File: src/rtl/uart_dbg_bridge.sv
// UART debug bridge: byte-framed read/write commands from a UART receiver
// become single bus accesses; responses go back out through the UART transmitter.
module uart_dbg_bridge #(
  parameter int unsigned TIMEOUT_CYCLES = 100000,
  parameter logic [7:0]  CMD_WRITE      = 8'h57,
  parameter logic [7:0]  CMD_READ       = 8'h52,
  parameter logic [7:0]  ACK_BYTE       = 8'h4B,
  parameter logic [7:0]  NAK_BYTE       = 8'h3F
) (
  input  logic        clk,
  input  logic        rst,
  input  logic        rx_valid,
  input  logic [7:0]  rx_data,
  input  logic        tx_busy,
  output logic        tx_en,
  output logic [7:0]  tx_data,
  output logic [31:0] mem_addr,
  output logic [31:0] mem_wdata,
  output logic        mem_we,
  output logic        mem_re,
  input  logic [31:0] mem_rdata,
  output logic        busy,
  output logic        err
);

  typedef enum logic [2:0] {
    S_IDLE, S_ADDR, S_DATA, S_ACCESS, S_RESP, S_GUARD
  } state_t;

  localparam logic [31:0] TO_LAST = 32'(TIMEOUT_CYCLES - 1);

  state_t      state_q, state_d;
  logic        op_wr_q, op_wr_d;
  logic [1:0]  byte_cnt_q, byte_cnt_d;
  logic [31:0] to_cnt_q, to_cnt_d;
  logic [31:0] resp_q, resp_d;
  logic [2:0]  resp_len_q, resp_len_d;
  logic        tx_en_q, tx_en_d;
  logic [7:0]  tx_data_q, tx_data_d;
  logic [31:0] mem_addr_q, mem_addr_d;
  logic [31:0] mem_wdata_q, mem_wdata_d;
  logic        mem_we_q, mem_we_d;
  logic        mem_re_q, mem_re_d;
  logic        busy_q, busy_d;
  logic        err_q, err_d;
  logic        to_hit;

  // Next-state and registered-output logic for the frame FSM.
  always_comb begin
    state_d     = state_q;
    op_wr_d     = op_wr_q;
    byte_cnt_d  = byte_cnt_q;
    to_cnt_d    = '0;
    resp_d      = resp_q;
    resp_len_d  = resp_len_q;
    tx_en_d     = 1'b0;
    tx_data_d   = tx_data_q;
    mem_addr_d  = mem_addr_q;
    mem_wdata_d = mem_wdata_q;
    mem_we_d    = 1'b0;
    mem_re_d    = 1'b0;
    err_d       = 1'b0;
    to_hit      = (TIMEOUT_CYCLES != 0) && (to_cnt_q == TO_LAST) && !rx_valid;

    unique case (state_q)
      S_IDLE: begin
        if (rx_valid) begin
          if (rx_data == CMD_WRITE || rx_data == CMD_READ) begin
            op_wr_d    = (rx_data == CMD_WRITE);
            byte_cnt_d = '0;
            state_d    = S_ADDR;
          end else begin
            resp_d     = {NAK_BYTE, 24'h0};
            resp_len_d = 3'd1;
            state_d    = S_RESP;
          end
        end
      end
      S_ADDR: begin
        to_cnt_d = rx_valid ? '0 : to_cnt_q + 32'd1;
        if (rx_valid) begin
          mem_addr_d = {mem_addr_q[23:0], rx_data};
          byte_cnt_d = byte_cnt_q + 2'd1;
          if (byte_cnt_q == 2'd3) begin
            to_cnt_d = '0;
            if (op_wr_q) begin
              state_d = S_DATA;
            end else begin
              state_d  = S_ACCESS;
              mem_re_d = 1'b1;
            end
          end
        end else if (to_hit) begin
          state_d = S_IDLE;
          err_d   = 1'b1;
        end
      end
      S_DATA: begin
        to_cnt_d = rx_valid ? '0 : to_cnt_q + 32'd1;
        if (rx_valid) begin
          mem_wdata_d = {mem_wdata_q[23:0], rx_data};
          byte_cnt_d  = byte_cnt_q + 2'd1;
          if (byte_cnt_q == 2'd3) begin
            to_cnt_d = '0;
            state_d  = S_ACCESS;
            mem_we_d = 1'b1;
          end
        end else if (to_hit) begin
          state_d = S_IDLE;
          err_d   = 1'b1;
        end
      end
      S_ACCESS: begin
        if (op_wr_q) begin
          resp_d     = {ACK_BYTE, 24'h0};
          resp_len_d = 3'd1;
        end else begin
          resp_d     = mem_rdata;
          resp_len_d = 3'd4;
        end
        state_d = S_RESP;
      end
      S_RESP: begin
        if (!tx_busy) begin
          tx_en_d    = 1'b1;
          tx_data_d  = resp_q[31:24];
          resp_d     = {resp_q[23:0], 8'h0};
          resp_len_d = resp_len_q - 3'd1;
          state_d    = S_GUARD;
        end
      end
      S_GUARD: begin
        state_d = (resp_len_q != 3'd0) ? S_RESP : S_IDLE;
      end
      default: state_d = S_IDLE;
    endcase

    if (rx_valid &&
        (state_q == S_ACCESS || state_q == S_RESP || state_q == S_GUARD))
      err_d = 1'b1;

    busy_d = (state_d != S_IDLE);
  end

  // State and output registers with synchronous reset.
  always_ff @(posedge clk) begin
    if (rst) begin
      state_q     <= S_IDLE;
      op_wr_q     <= 1'b0;
      byte_cnt_q  <= '0;
      to_cnt_q    <= '0;
      resp_q      <= '0;
      resp_len_q  <= '0;
      tx_en_q     <= 1'b0;
      tx_data_q   <= '0;
      mem_addr_q  <= '0;
      mem_wdata_q <= '0;
      mem_we_q    <= 1'b0;
      mem_re_q    <= 1'b0;
      busy_q      <= 1'b0;
      err_q       <= 1'b0;
    end else begin
      state_q     <= state_d;
      op_wr_q     <= op_wr_d;
      byte_cnt_q  <= byte_cnt_d;
      to_cnt_q    <= to_cnt_d;
      resp_q      <= resp_d;
      resp_len_q  <= resp_len_d;
      tx_en_q     <= tx_en_d;
      tx_data_q   <= tx_data_d;
      mem_addr_q  <= mem_addr_d;
      mem_wdata_q <= mem_wdata_d;
      mem_we_q    <= mem_we_d;
      mem_re_q    <= mem_re_d;
      busy_q      <= busy_d;
      err_q       <= err_d;
    end
  end

  assign tx_en     = tx_en_q;
  assign tx_data   = tx_data_q;
  assign mem_addr  = mem_addr_q;
  assign mem_wdata = mem_wdata_q;
  assign mem_we    = mem_we_q;
  assign mem_re    = mem_re_q;
  assign busy      = busy_q;
  assign err       = err_q;

endmodule
File: config.mk
export PLATFORM = sky130hd
export DESIGN_NAME = uart_dbg_bridge
export DESIGN_NICKNAME = d
export VERILOG_FILES = /design/src/rtl/uart_dbg_bridge.sv
export SDC_FILE = /design/constraint.sdc
export NUM_CORES = 1
export LEC_CHECK = 0
export BUFFER_PORTS_ARGS = -buffer_cell sky130_fd_sc_hd__buf_4
export CORE_MARGIN = 3
export CORE_UTILIZATION = 39
export DETAILED_ROUTE_END_ITERATION = 12
export GPL_TIMING_DRIVEN = 0
export SETUP_SLACK_MARGIN = 0.4
export SLEW_MARGIN = 20
export SYNTH_ARGS = -nofsm -noshare
export SYNTH_HDL_FRONTEND = slang
export SYNTH_SLANG_ARGS = --single-unit
export TNS_END_PERCENT = 30
File: constraint.sdc
create_clock -name clk -period 1.5 [get_ports clk]
set_clock_uncertainty 0.05 [all_clocks]
set_input_delay 0.075 -clock clk [delete_from_list [all_inputs] [get_ports clk]]
set_output_delay 0.075 -clock clk [all_outputs]
set_load 0.01 [all_outputs]
* Yosys cells after proc, flatten, opt, wreduce, memory -nomap -nowiden *
Index checks and enable logic that the tools add are counted.

cells by class
  $add $sub $neg = 3
  multipliers = 0
  div/mod/pow operators = 0
  order comparisons = 0
  eq/ne operators = 14
  shift-type cells = 0
  multiplexer cells = 35
  bitwise logic cells = 7
  reductions and logical operators = 22

operators by type and width
  kind                                             number
  2-to-1 mux 32 bit                                7
  case mux 32 bit (3 select lines)                 1
  2-to-1 mux 3 bit                                 13
  adder 32 x 1 -> 32 bit, second input constant    1
  == test 32 x 17 -> 1 bit, second input constant  1
  case mux 3 bit (6 select lines)                  1
  == test 8 x 7 -> 1 bit, second input constant    2
  case mux 3 bit (3 select lines)                  1
  nonzero test 3 bit                               3
  2-to-1 mux 1 bit                                 8
  inequality test 2 bit, second input constant     4
  AND reduction 4 bit                              2
  NOT 1 bit                                        7
  == test 3 x 2 -> 1 bit, second input constant    2
  == test 3 bit, second input constant             2
  2-to-1 mux 2 bit                                 3
  AND reduction 2 bit                              3
  OR reduction 2 bit                               3
  case mux 2 bit (2 select lines)                  1
  OR reduction 4 bit                               1
  == test 3 x 1 -> 1 bit, second input constant    1
  zero test 3 bit                                  1
  logical OR 1 bit                                 3
  AND reduction 3 bit                              1
  other kinds (8)                                  9

storage, ports and cells
  flip-flop bits (word level) = 150
  latch bits = 0
  bits in writable memories = 0
  ROM bits = 0
  word-level logic and storage cells = 95
  memories kept = 0

* Logic depth before layout (Yosys ltp) *
Gate-level depths: netlist of the first run.

  depth after elaboration = 6
  gate-level depth with buffers = 8

* Least setup slack after synthesis of the first run *
OpenSTA, ideal clock, no wires.

  kind = reg2reg
  from = register to_cnt_q[0]
  to = register to_cnt_q[18]
  setup time = 0.066 ns
  data arrival time = 1.545 ns
  data required time = 1.384 ns
  slack = -0.161 ns
  cell stages (with the launch flop) = 7
  period minus slack after synthesis = 1.661 ns
  cells stage by stage = dfxtp_1 > ha_1 > and3_1 > buf_2 > nand4_1 > or3_1 > a21oi_2

between the ends
  word-level cells in the longest chain between the ends = 4

RTL lines
  item                      RTL line  text
  start, declared           35        logic [31:0] to_cnt_q, to_cnt_d;
  start signal, assigned    166       to_cnt_q <= to_cnt_d;
  adder 32 x 1 -> 32 bit *  80, 99
  2-to-1 mux 32 bit *       80, 99
  2-to-1 mux 32 bit         84, 103
  2-to-1 mux 32 bit *       81        if (rx_valid) begin

Every way passes the cells marked *; elsewhere a longest branch is shown, timed or not.
A chain may end at the register's enable or synchronous reset.

* Final worst setup path of the first run *
  from = register state_q[1]
  to = register resp_q[14]

between the ends
  word-level cells in the longest chain between the ends = 3

RTL lines
  item                                                                                 RTL line  text
  start, declared                                                                      32        state_t state_q, state_d;
  start signal, assigned                                                               163       state_q <= state_d;
  == test 3 bit (tied with other cells)                                                65        unique case (state_q)
  inequality test 2 bit (no source line) / nonzero test 3 bit (equally long branches)  n/a
  AND reduction 4 bit (no source line)                                                 n/a
  end signal, assigned                                                                 167       resp_q <= resp_d;
  end, declared                                                                        36        logic [31:0] resp_q, resp_d;

Parallel ways exist; a longest one is shown, timed or not.

==> out/summary.txt, run 1 <==
FLOW RUN
--------------------------------------------------------------------------------------
Max-cap check violation count ...........................................            0

OUTCOME
--------------------------------------------------------------------------------------
Status .................................................................. finished with violations
Violations in the final reports ......................................... setup timing

CTS
--------------------------------------------------------------------------------------
H-tree Lvls .............................................................            4
Maximum clock insertion buffer count ....................................            2
CTS Root Cell ........................................................... sky130_fd_sc_hd__clkbuf_16
TritonCTS clock tree ....................................................         done
Clock sinks .............................................................          150
Number of buffers inserted during clock tree synthesis ..................           17
Reg clk slew, reported paths ............................................      0.06 ns
Clock insertion delay at the later pin of the skew report ...............      0.42 ns

STA
--------------------------------------------------------------------------------------
Number of endpoints failing setup at the final stage ....................           96
Final Hold Violating Endpoints ..........................................            0
Slew margin rel. ........................................................        51.5%
Number of pins exceeding their max-slew limit in the final report .......            0
Setup repair after global routing missed its margin .....................          yes
Post-route fraction of the period consumed by the critical path .........         115%
Final critical delay including setup and external delays ................      1.73 ns
Setup TNS after final layout ............................................    -13.36 ns
Setup ws final ..........................................................    -0.226 ns
Achievable frequency ....................................................      580 MHz
Least-Margin Pin Slew ...................................................     0.728 ns

SETUP PATH
--------------------------------------------------------------------------------------
Required time worst endpoint ............................................      1.74 ns
Reg-to-reg slack, setup .................................................     -0.23 ns
Worst Path Arrival ......................................................      1.96 ns
Worst Reg2Reg Path Length in Cells ......................................            8
Critical path endpoint ..................................................   resp_q[14]
Startpoint Class ........................................................    flip-flop
Worst flop-to-flop path startpoint ......................................   state_q[1]
Max Fanout on Critical Path .............................................            7
Type of destination of the critical path ................................    flip-flop
First element of the critical path ......................................   state_q[1]
R2r endpoint ............................................................   resp_q[14]
Worst Path Class, Setup ................................................. flip-flop to flip-flop

CELLS AND AREA
--------------------------------------------------------------------------------------
Fraction of final layout cells sized beyond drive strength 1 ............        45.9%
Count of antenna diodes in the layout ...................................            0
Final Net Count .........................................................          981
Synthesis-to-finish area growth .........................................        47.5%
End-of-flow core utilization ............................................        58.9%

FLOORPLANNING
--------------------------------------------------------------------------------------
Top-level I/O count .....................................................          121
Row cnt .................................................................           47
DIE AREA ................................................................  18600 sq um
Vertical die dimension ..................................................       136 um
Floorplan die width .....................................................       136 um
Initial core utilization ................................................        39.9%
Core outline area .......................................................  16600 sq um

POWER
--------------------------------------------------------------------------------------
LEAKAGE .................................................................      3.59 nW
Worst VDD drop ..........................................................       789 uV
Total power divided by cell area ........................................  966 nW/um^2

LOGIC SYNTHESIS
--------------------------------------------------------------------------------------
Fraction of synthesized cell area taken by the top area cell type .......        45.2%
Predominant post-synthesis flop cell .................................... sky130_fd_sc_hd__dfxtp_1
Most repeated cell in the gate-level netlist after synthesis ............ sky130_fd_sc_hd__nand2_1
Number of nets produced by synthesis ....................................          777
Post-synthesis sequential element count .................................          150
Warnings, synthesis .....................................................            0
Top post-synthesis cells by area ........................................ sky130_fd_sc_hd__dfxtp_1 45%, sky130_fd_sc_hd__nand2_1 9.4%, sky130_fd_sc_hd__a21oi_1 6.6%
Synth cell count leaders ................................................ 166 x sky130_fd_sc_hd__nand2_1, 150 x sky130_fd_sc_hd__dfxtp_1, 87 x sky130_fd_sc_hd__a21oi_1
Share of flip-flops with an asynchronous set or reset ...................           0%
Yosys top cell by area .................................................. sky130_fd_sc_hd__dfxtp_1
Average instance area after synthesis ...................................   9.11 sq um
Number of distinct library cells after synthesis ........................           60
Number of synthesized flops with an enable pin ..........................            0
Cell count after synthesis ..............................................          729
Synth Cell Area .........................................................   6640 sq um
Sequential area share after synthesis ...................................        45.2%

GLOBAL ROUTING
--------------------------------------------------------------------------------------
Number of antenna violations at the first check in global routing .......            0
Via count of the first global-routing pass ..............................         5722
Pin count of the biggest net entering global routing ....................           17
Combined global-route utilization of all metal layers ...................        20.0%
GRT overflow ............................................................            0
Wire length of the first global-routing pass ............................     29400 um

ROUTING
--------------------------------------------------------------------------------------
Drt first pass iters ....................................................            4
Detail Route Antenna Nets ...............................................            0
Residual DRC count ......................................................            0
Detailed-route wire length ..............................................     18300 um
Vias per cell ...........................................................         5.01
WL/cell .................................................................      15.7 um
First-iteration detailed-routing DRC count ..............................          291
DR vias .................................................................         5839

HOLD PATH
--------------------------------------------------------------------------------------
Hold/Removal Path Class ................................................. input port to flip-flop

PLACEMENT
--------------------------------------------------------------------------------------
Number of buffers added on ports ........................................          119
Weighted congestion reported at the end of routability-driven placement .        0.816
Dpl hpwl ................................................................     12100 um

where the power goes:
group | leakage, nW | switching [mW] | internal [mW]
registers | 1.24 | 0.0652 | 4.08
clock network | 0.284 | 1.90 | 2.37
logic | 2.07 | 0.539 | 0.513
total | 3.59 | 2.51 | 6.96
how the worst min path moves through the flow:
stage | slack [ns] | cells after the start | to | startpoint
2_1_floorplan | 0.16 | 2 | resp_q[0] | mem_rdata[0]
3_3_place_gp | 0.26 | 3 | resp_q[6] | mem_rdata[6]
3_5_place_dp | 0.26 | 3 | resp_q[5] | mem_rdata[5]
4_1_cts | 0.004 | 3 | state_q[2] | rx_valid
5_1_grt | 0.04 | 4 | state_q[0] | rx_valid
6_report | 0.03 | 4 | state_q[0] | rx_valid
routing by layer:
metal / up-vias / track usage (%) / wire length, um
li1: 2933 / - / -
met1: 2785 / 26.6 / 8330
met2: 99 / 32.9 / 9050
met3: 22 / 3.75 / 684
met4: 0 / 6.10 / 259
met5: - / 0 / 0
stage by stage:
step / power, mW / area [sq um] / std cells / worst slack, ns / hold slack [ns]
floorplan: 4.72 / 6700 / 729 / -0.158 / 0.160
global placement: 4.99 / 7870 / 1068 / -0.491 / 0.256
detailed placement: 4.99 / 7870 / 1068 / -0.480 / 0.263
CTS: 9.47 / 9500 / 1161 / -0.232 / 0.00428
global route: 9.83 / 9800 / 1166 / -0.312 / 0.0422
finish: 9.46 / 9800 / 1166 / -0.226 / 0.0309
what timing repair did:
action | CTS | global route
hold endpoints to repair | 49 | 0
buffers inserted | 18 | 2
setup endpoints to repair | 154 | 180
resized for setup | 141 | 69
pin swaps | 61 | 18
hold buffers | 40 | 0
cloned | 3 | 3
flip-flops by register name (all words and copies together) (netlist names):
| register | count |
|---|---|
| mem_addr | 32 |
| mem_wdata | 32 |
| resp_q | 32 |
| to_cnt_q | 32 |
| tx_data | 8 |
| resp_len_q | 3 |
| state_q | 3 |
| byte_cnt_q | 2 |
| busy | 1 |
| err | 1 |
| mem_re | 1 |
| mem_we | 1 |
| op_wr_q | 1 |
| tx_en | 1 |
cell families after synthesis:
family	share of synthesized area, %
DFF	45.2
and+or+nand+nor	29.1
xor gates and xnor gates	3.43
buffers and inverters	5.95
adders and majority gates	0.754
muxes	0.151
AOI/OAI and AO/OA	15.4
critical path, cell delays in order (launching register included):
cell and delay (ns):
sky130_fd_sc_hd__dfxtp_2 0.32, sky130_fd_sc_hd__or3b_1 0.38, sky130_fd_sc_hd__buf_6 0.13, sky130_fd_sc_hd__nor2_4 0.09
sky130_fd_sc_hd__buf_6 0.11, sky130_fd_sc_hd__a211oi_4 0.06, sky130_fd_sc_hd__buf_6 0.17, sky130_fd_sc_hd__a221oi_4 0.21
sky130_fd_sc_hd__nor3_2 0.05
area by class of cell:
cell class / instances / area, sq um
Timing Repair Buffer: 185 / 1550
Clock buffer: 17 / 425
Multi-Input combinational cell: 522 / 3760
Sequential cell: 150 / 3060
Clock inverter: 15 / 160
Buffer: 49 / 536
Fill cell: 1444 / 6850
Inverter: 8 / 30.0
Tap cell: 220 / 275
cell usage in the layout (no fill, tap or decap), types with 9 or more instances in the layout:
cell	instances
sky130_fd_sc_hd__nor2_1	42
sky130_fd_sc_hd__dlygate4sd3_1	40
sky130_fd_sc_hd__buf_6	26
sky130_fd_sc_hd__dfxtp_2	39
sky130_fd_sc_hd__o21ai_0	9
sky130_fd_sc_hd__nand2_2	38
sky130_fd_sc_hd__buf_4	132
sky130_fd_sc_hd__nor2_4	27
sky130_fd_sc_hd__clkbuf_16	21
sky130_fd_sc_hd__xnor2_1	21
sky130_fd_sc_hd__nand2_1	123
sky130_fd_sc_hd__a21oi_2	25
sky130_fd_sc_hd__a221oi_4	9
sky130_fd_sc_hd__clkbuf_1	12
sky130_fd_sc_hd__nor3_2	18
sky130_fd_sc_hd__dfxtp_1	110
sky130_fd_sc_hd__nand3_1	14
sky130_fd_sc_hd__a21oi_1	65
sky130_fd_sc_hd__nor3_1	9
No activity file was read; power rests on OpenSTA's default activity.
==> run 2: changes to the inputs <==
Settings changed: ABC_AREA from default to 1.
==> run 2 against run 1 <==
Net effect: the flow finishes with violations (hold timing, setup timing); setup slack better by 0.15 ns; utilization increased by 6.9 points; synthesized cell count is 28% higher; die area decreased by 1.5%; first-iteration DRC count up 25%; largest cell class unchanged; highest routed layer unchanged.
==> out/summary.txt, run 2 <==
OUTCOME
--------------------------------------------------------------------------------------
Status .................................................................. finished with violations
Violations in the final reports ......................................... hold timing, setup timing

CTS
--------------------------------------------------------------------------------------
Reg clk slew, reported paths ............................................      0.06 ns   about the same
Clock insertion delay at the later pin of the skew report ...............      0.43 ns   about the same
CTS Root Cell ........................................................... sky130_fd_sc_hd__clkbuf_16
TritonCTS clock tree ....................................................         done
H-tree Lvls .............................................................            4   unchanged
Clock sinks .............................................................          150   unchanged
Maximum clock insertion buffer count ....................................            2   unchanged
Number of buffers inserted during clock tree synthesis ..................           17   unchanged

LOGIC SYNTHESIS
--------------------------------------------------------------------------------------
Predominant post-synthesis flop cell .................................... sky130_fd_sc_hd__dfxtp_1
Sequential area share after synthesis ...................................        45.9%   +0.73 points
Number of synthesized flops with an enable pin ..........................            0   unchanged
Most repeated cell in the gate-level netlist after synthesis ............ sky130_fd_sc_hd__nor2_1
Fraction of synthesized cell area taken by the top area cell type .......        45.9%   +0.73 points
Number of distinct library cells after synthesis ........................           36   -40%
Synth cell count leaders ................................................ 238 x sky130_fd_sc_hd__nor2_1, 164 x sky130_fd_sc_hd__nand2_1, 150 x sky130_fd_sc_hd__dfxtp_1
Post-synthesis sequential element count .................................          150   unchanged
Average instance area after synthesis ...................................   7.01 sq um   -23%
Top post-synthesis cells by area ........................................ sky130_fd_sc_hd__dfxtp_1 46%, sky130_fd_sc_hd__nor2_1 14%, sky130_fd_sc_hd__nand2_1 9.4%
Warnings, synthesis .....................................................            0   unchanged
Cell count after synthesis ..............................................          933   +28%
Synth Cell Area .........................................................   6540 sq um   -1.6%
Share of flip-flops with an asynchronous set or reset ...................           0%   unchanged
Number of nets produced by synthesis ....................................          981   +26%
Yosys top cell by area .................................................. sky130_fd_sc_hd__dfxtp_1

ROUTING
--------------------------------------------------------------------------------------
Residual DRC count ......................................................            0   unchanged
First-iteration detailed-routing DRC count ..............................          363   +25%
Detailed-route wire length ..............................................     21800 um   +19%
DR vias .................................................................         7026   +20%
WL/cell .................................................................      15.5 um   -1.3%
Drt first pass iters ....................................................            5   +1
Detail Route Antenna Nets ...............................................            0   unchanged
Vias per cell ...........................................................         5.01   about the same

SETUP PATH
--------------------------------------------------------------------------------------
Type of destination of the critical path ................................    flip-flop
Max Fanout on Critical Path .............................................            3   -4
Worst Path Class, Setup ................................................. flip-flop to flip-flop
Startpoint Class ........................................................    flip-flop
Cell type group with the largest total delay on the critical path ....... simple AND/OR/NAND/NOR gates
Slowest CP cell ......................................................... sky130_fd_sc_hd__dfxtp_4
Required time worst endpoint ............................................      1.74 ns   about the same
Largest stage delay, worst path .........................................      0.37 ns   about the same
Crit path buf inv count .................................................            0   -3
Critical path cell sequence ............................................. ha_4 -> nand2_4 -> nor2_4 -> nand3_2 -> nor2_4 -> nand3_4 -> nand3_2 -> nand2_2 -> nor2_4 -> nor2_2
Most frequent cell on the critical path ................................. sky130_fd_sc_hd__nor2_4
Worst Path Arrival ......................................................      1.81 ns   -0.15 ns

POWER
--------------------------------------------------------------------------------------
Worst VDD drop ..........................................................      1020 uV   +29%
Sequential Power Share ..................................................        41.9%   -1.9 points
Part of the power in combinational logic ................................        13.5%   +2.4 points
Switch Pwr ..............................................................      2.63 mW   +5.1%
LEAKAGE .................................................................      4.60 nW   +28%
Relative contribution of the clock network to total power ...............        44.6%   -0.5 points
Switching fraction of total power .......................................        26.1%   -0.39 points
Total power divided by cell area ........................................  952 nW/um^2   -1.4%
Internal power contribution .............................................      7.46 mW   +7.2%

GLOBAL ROUTING
--------------------------------------------------------------------------------------
Combined global-route utilization of all metal layers ...................        22.6%   +2.6 points
Pin count of the biggest net entering global routing ....................           17   unchanged
GRT overflow ............................................................            0   unchanged
Number of antenna violations at the first check in global routing .......            0   unchanged
Wire length of the first global-routing pass ............................     32800 um   +12%
Via count of the first global-routing pass ..............................         6522   +14%

PLACEMENT
--------------------------------------------------------------------------------------
Weighted congestion reported at the end of routability-driven placement .        0.900   +10%
Number of buffers added on ports ........................................          118   -0.84%
Dpl hpwl ................................................................     13500 um   +12%

CELLS AND AREA
--------------------------------------------------------------------------------------
End-of-flow core utilization ............................................        65.7%   +6.9 points
Commonest non-fill, non-tap cell in the layout .......................... sky130_fd_sc_hd__nor2_1
Count of antenna diodes in the layout ...................................            0   unchanged
Highest-count cells in the layout ignoring fill and taps ................ 187 x sky130_fd_sc_hd__nor2_1, 156 x sky130_fd_sc_hd__buf_4, 134 x sky130_fd_sc_hd__nand2_1
Fraction of final layout cells sized beyond drive strength 1 ............        41.1%   -4.8 points
Synthesis-to-finish area growth .........................................        62.1%
Final Net Count .........................................................         1221   +24%

STA
--------------------------------------------------------------------------------------
Slew margin rel. ........................................................        47.0%   -4.5 points
Least-Margin Pin Slew ...................................................     0.795 ns   +0.0669 ns
Setup ws final ..........................................................   -0.0755 ns   +0.150 ns
Achievable frequency ....................................................      635 MHz   +9.5%
Final Hold Violating Endpoints ..........................................            1   +1
Worst hold slack after final layout .....................................   -0.0117 ns   -0.0426 ns
Setup repair after global routing missed its margin .....................          yes
Setup TNS after final layout ............................................     -2.00 ns   +11.36 ns
Number of endpoints failing setup at the final stage ....................           57   -41%
Post-route fraction of the period consumed by the critical path .........         105%   -10 points
Number of pins exceeding their max-slew limit in the final report .......            0   unchanged
Final critical delay including setup and external delays ................      1.58 ns   -0.150 ns

FLOORPLANNING
--------------------------------------------------------------------------------------
Core outline area .......................................................  16100 sq um   -3.2%
DIE AREA ................................................................  18300 sq um   -1.5%
Floorplan die width .....................................................       135 um   -0.76%
Top-level I/O count .....................................................          121   unchanged
Initial core utilization ................................................        40.6%   +0.65 points
Vertical die dimension ..................................................       135 um   -0.76%
Row cnt .................................................................           46   -2.1%

FLOW RUN
--------------------------------------------------------------------------------------
Max-cap check violation count ...........................................            0   unchanged

HOLD PATH
--------------------------------------------------------------------------------------
Hold/Removal Path Class ................................................. input port to flip-flop

-- run 2: cell count changes in the layout (fill, tap and decap cells not counted), sizes merged, moves of 8 or more --
cell    delta
nor2     +171
o21ai    +103
inv       +56
a21oi     -49
buf       +29
nand3     +23
xnor2     -21
a221oi    -17
a22oi      -9
or3        -8
-- run 2: power by group through the flow --
stage | clock network (mW) | logic [mW] | registers, mW
after floorplan | 0 | 0.570 | 4.31
after global placement | 0 | 0.905 | 4.30
after detailed placement | 0 | 0.906 | 4.30
after CTS | 4.54 | 1.17 | 4.23
after global routing | 4.70 | 1.48 | 4.24
final | 4.50 | 1.36 | 4.22
-- run 2: per-layer routing --
metal,share of wire (%),vias up,GRT usage [%]
met4,2.1,0,7.11
li1,-,3497,-
met1,44,3271,29.8
met5,0,-,0
met3,6.3,40,6.09
met2,47,218,36.1
-- run 2: area by class of cell --
type	count	area, sq um
Clock inverter	13	171
Fill cell	1372	5520
Clock buffer	19	443
Buffer	40	419
Inverter	73	307
Timing Repair Buffer	221	2020
Tap cell	216	270
Sequential cell	150	3060
Multi-Input combinational cell	670	3900
-- run 2: cells by family (layout without fill, tap and decap cells) --
group / after synthesis / in the layout / share of synthesized area [%]
AOI/OAI and AO/OA: 163 / 163 / 13.4
xor gates and xnor gates: 2 / 2 / 0.268
adders and majority gates: 4 / 4 / 0.766
buffers and inverters: 113 / 366 / 7.89
DFF: 150 / 150 / 45.9
and+or+nand+nor: 501 / 501 / 31.7
-- run 2: timing repair --
| action | in CTS | in global routing |
|---|---|---|
| resized for setup | 191 | 187 |
| pin swaps | 48 | 83 |
| endpoints found under the setup margin | 149 | 169 |
| endpoints found under the hold margin | 50 | 0 |
| cloned | 5 | 5 |
| setup buffers | 32 | 20 |
| hold buffers | 41 | 0 |
-- run 2: worst register-to-register path: stages (launching register included) --
cell	delay (ns)
sky130_fd_sc_hd__dfxtp_4	0.37
sky130_fd_sc_hd__ha_4	0.15
sky130_fd_sc_hd__nand2_4	0.05
sky130_fd_sc_hd__nor2_4	0.12
sky130_fd_sc_hd__nand3_2	0.11
sky130_fd_sc_hd__nor2_4	0.14
sky130_fd_sc_hd__nand3_4	0.10
sky130_fd_sc_hd__nand3_2	0.09
sky130_fd_sc_hd__nand2_2	0.07
sky130_fd_sc_hd__nor2_4	0.13
sky130_fd_sc_hd__nor2_2	0.05
-- run 2: per-stage QoR --
stage / hold WS (ns) / setup WS (ns) / power, mW / instance area (sq um) / cells
2_1_floorplan: 0.160 / 0.0625 / 4.88 / 6650 / 933
3_3_place_gp: 0.287 / -0.362 / 5.21 / 7810 / 1267
3_5_place_dp: 0.300 / -0.365 / 5.21 / 7810 / 1267
4_1_cts: 0.000445 / -0.0587 / 9.94 / 9810 / 1377
5_1_grt: 0.0227 / -0.160 / 10.4 / 10600 / 1402
6_report: -0.0117 / -0.0755 / 10.1 / 10600 / 1402
-- run 2: worst paths after layout --
path	start	endpoint	slack, ns	cells after the start
max reg2reg	to_cnt_q[0]	busy	-0.08	10
max	to_cnt_q[0]	busy	-0.08	10
min reg2reg	to_cnt_q[17]	to_cnt_q[17]	0.41	1
min	mem_rdata[26]	resp_q[26]	-0.01	5
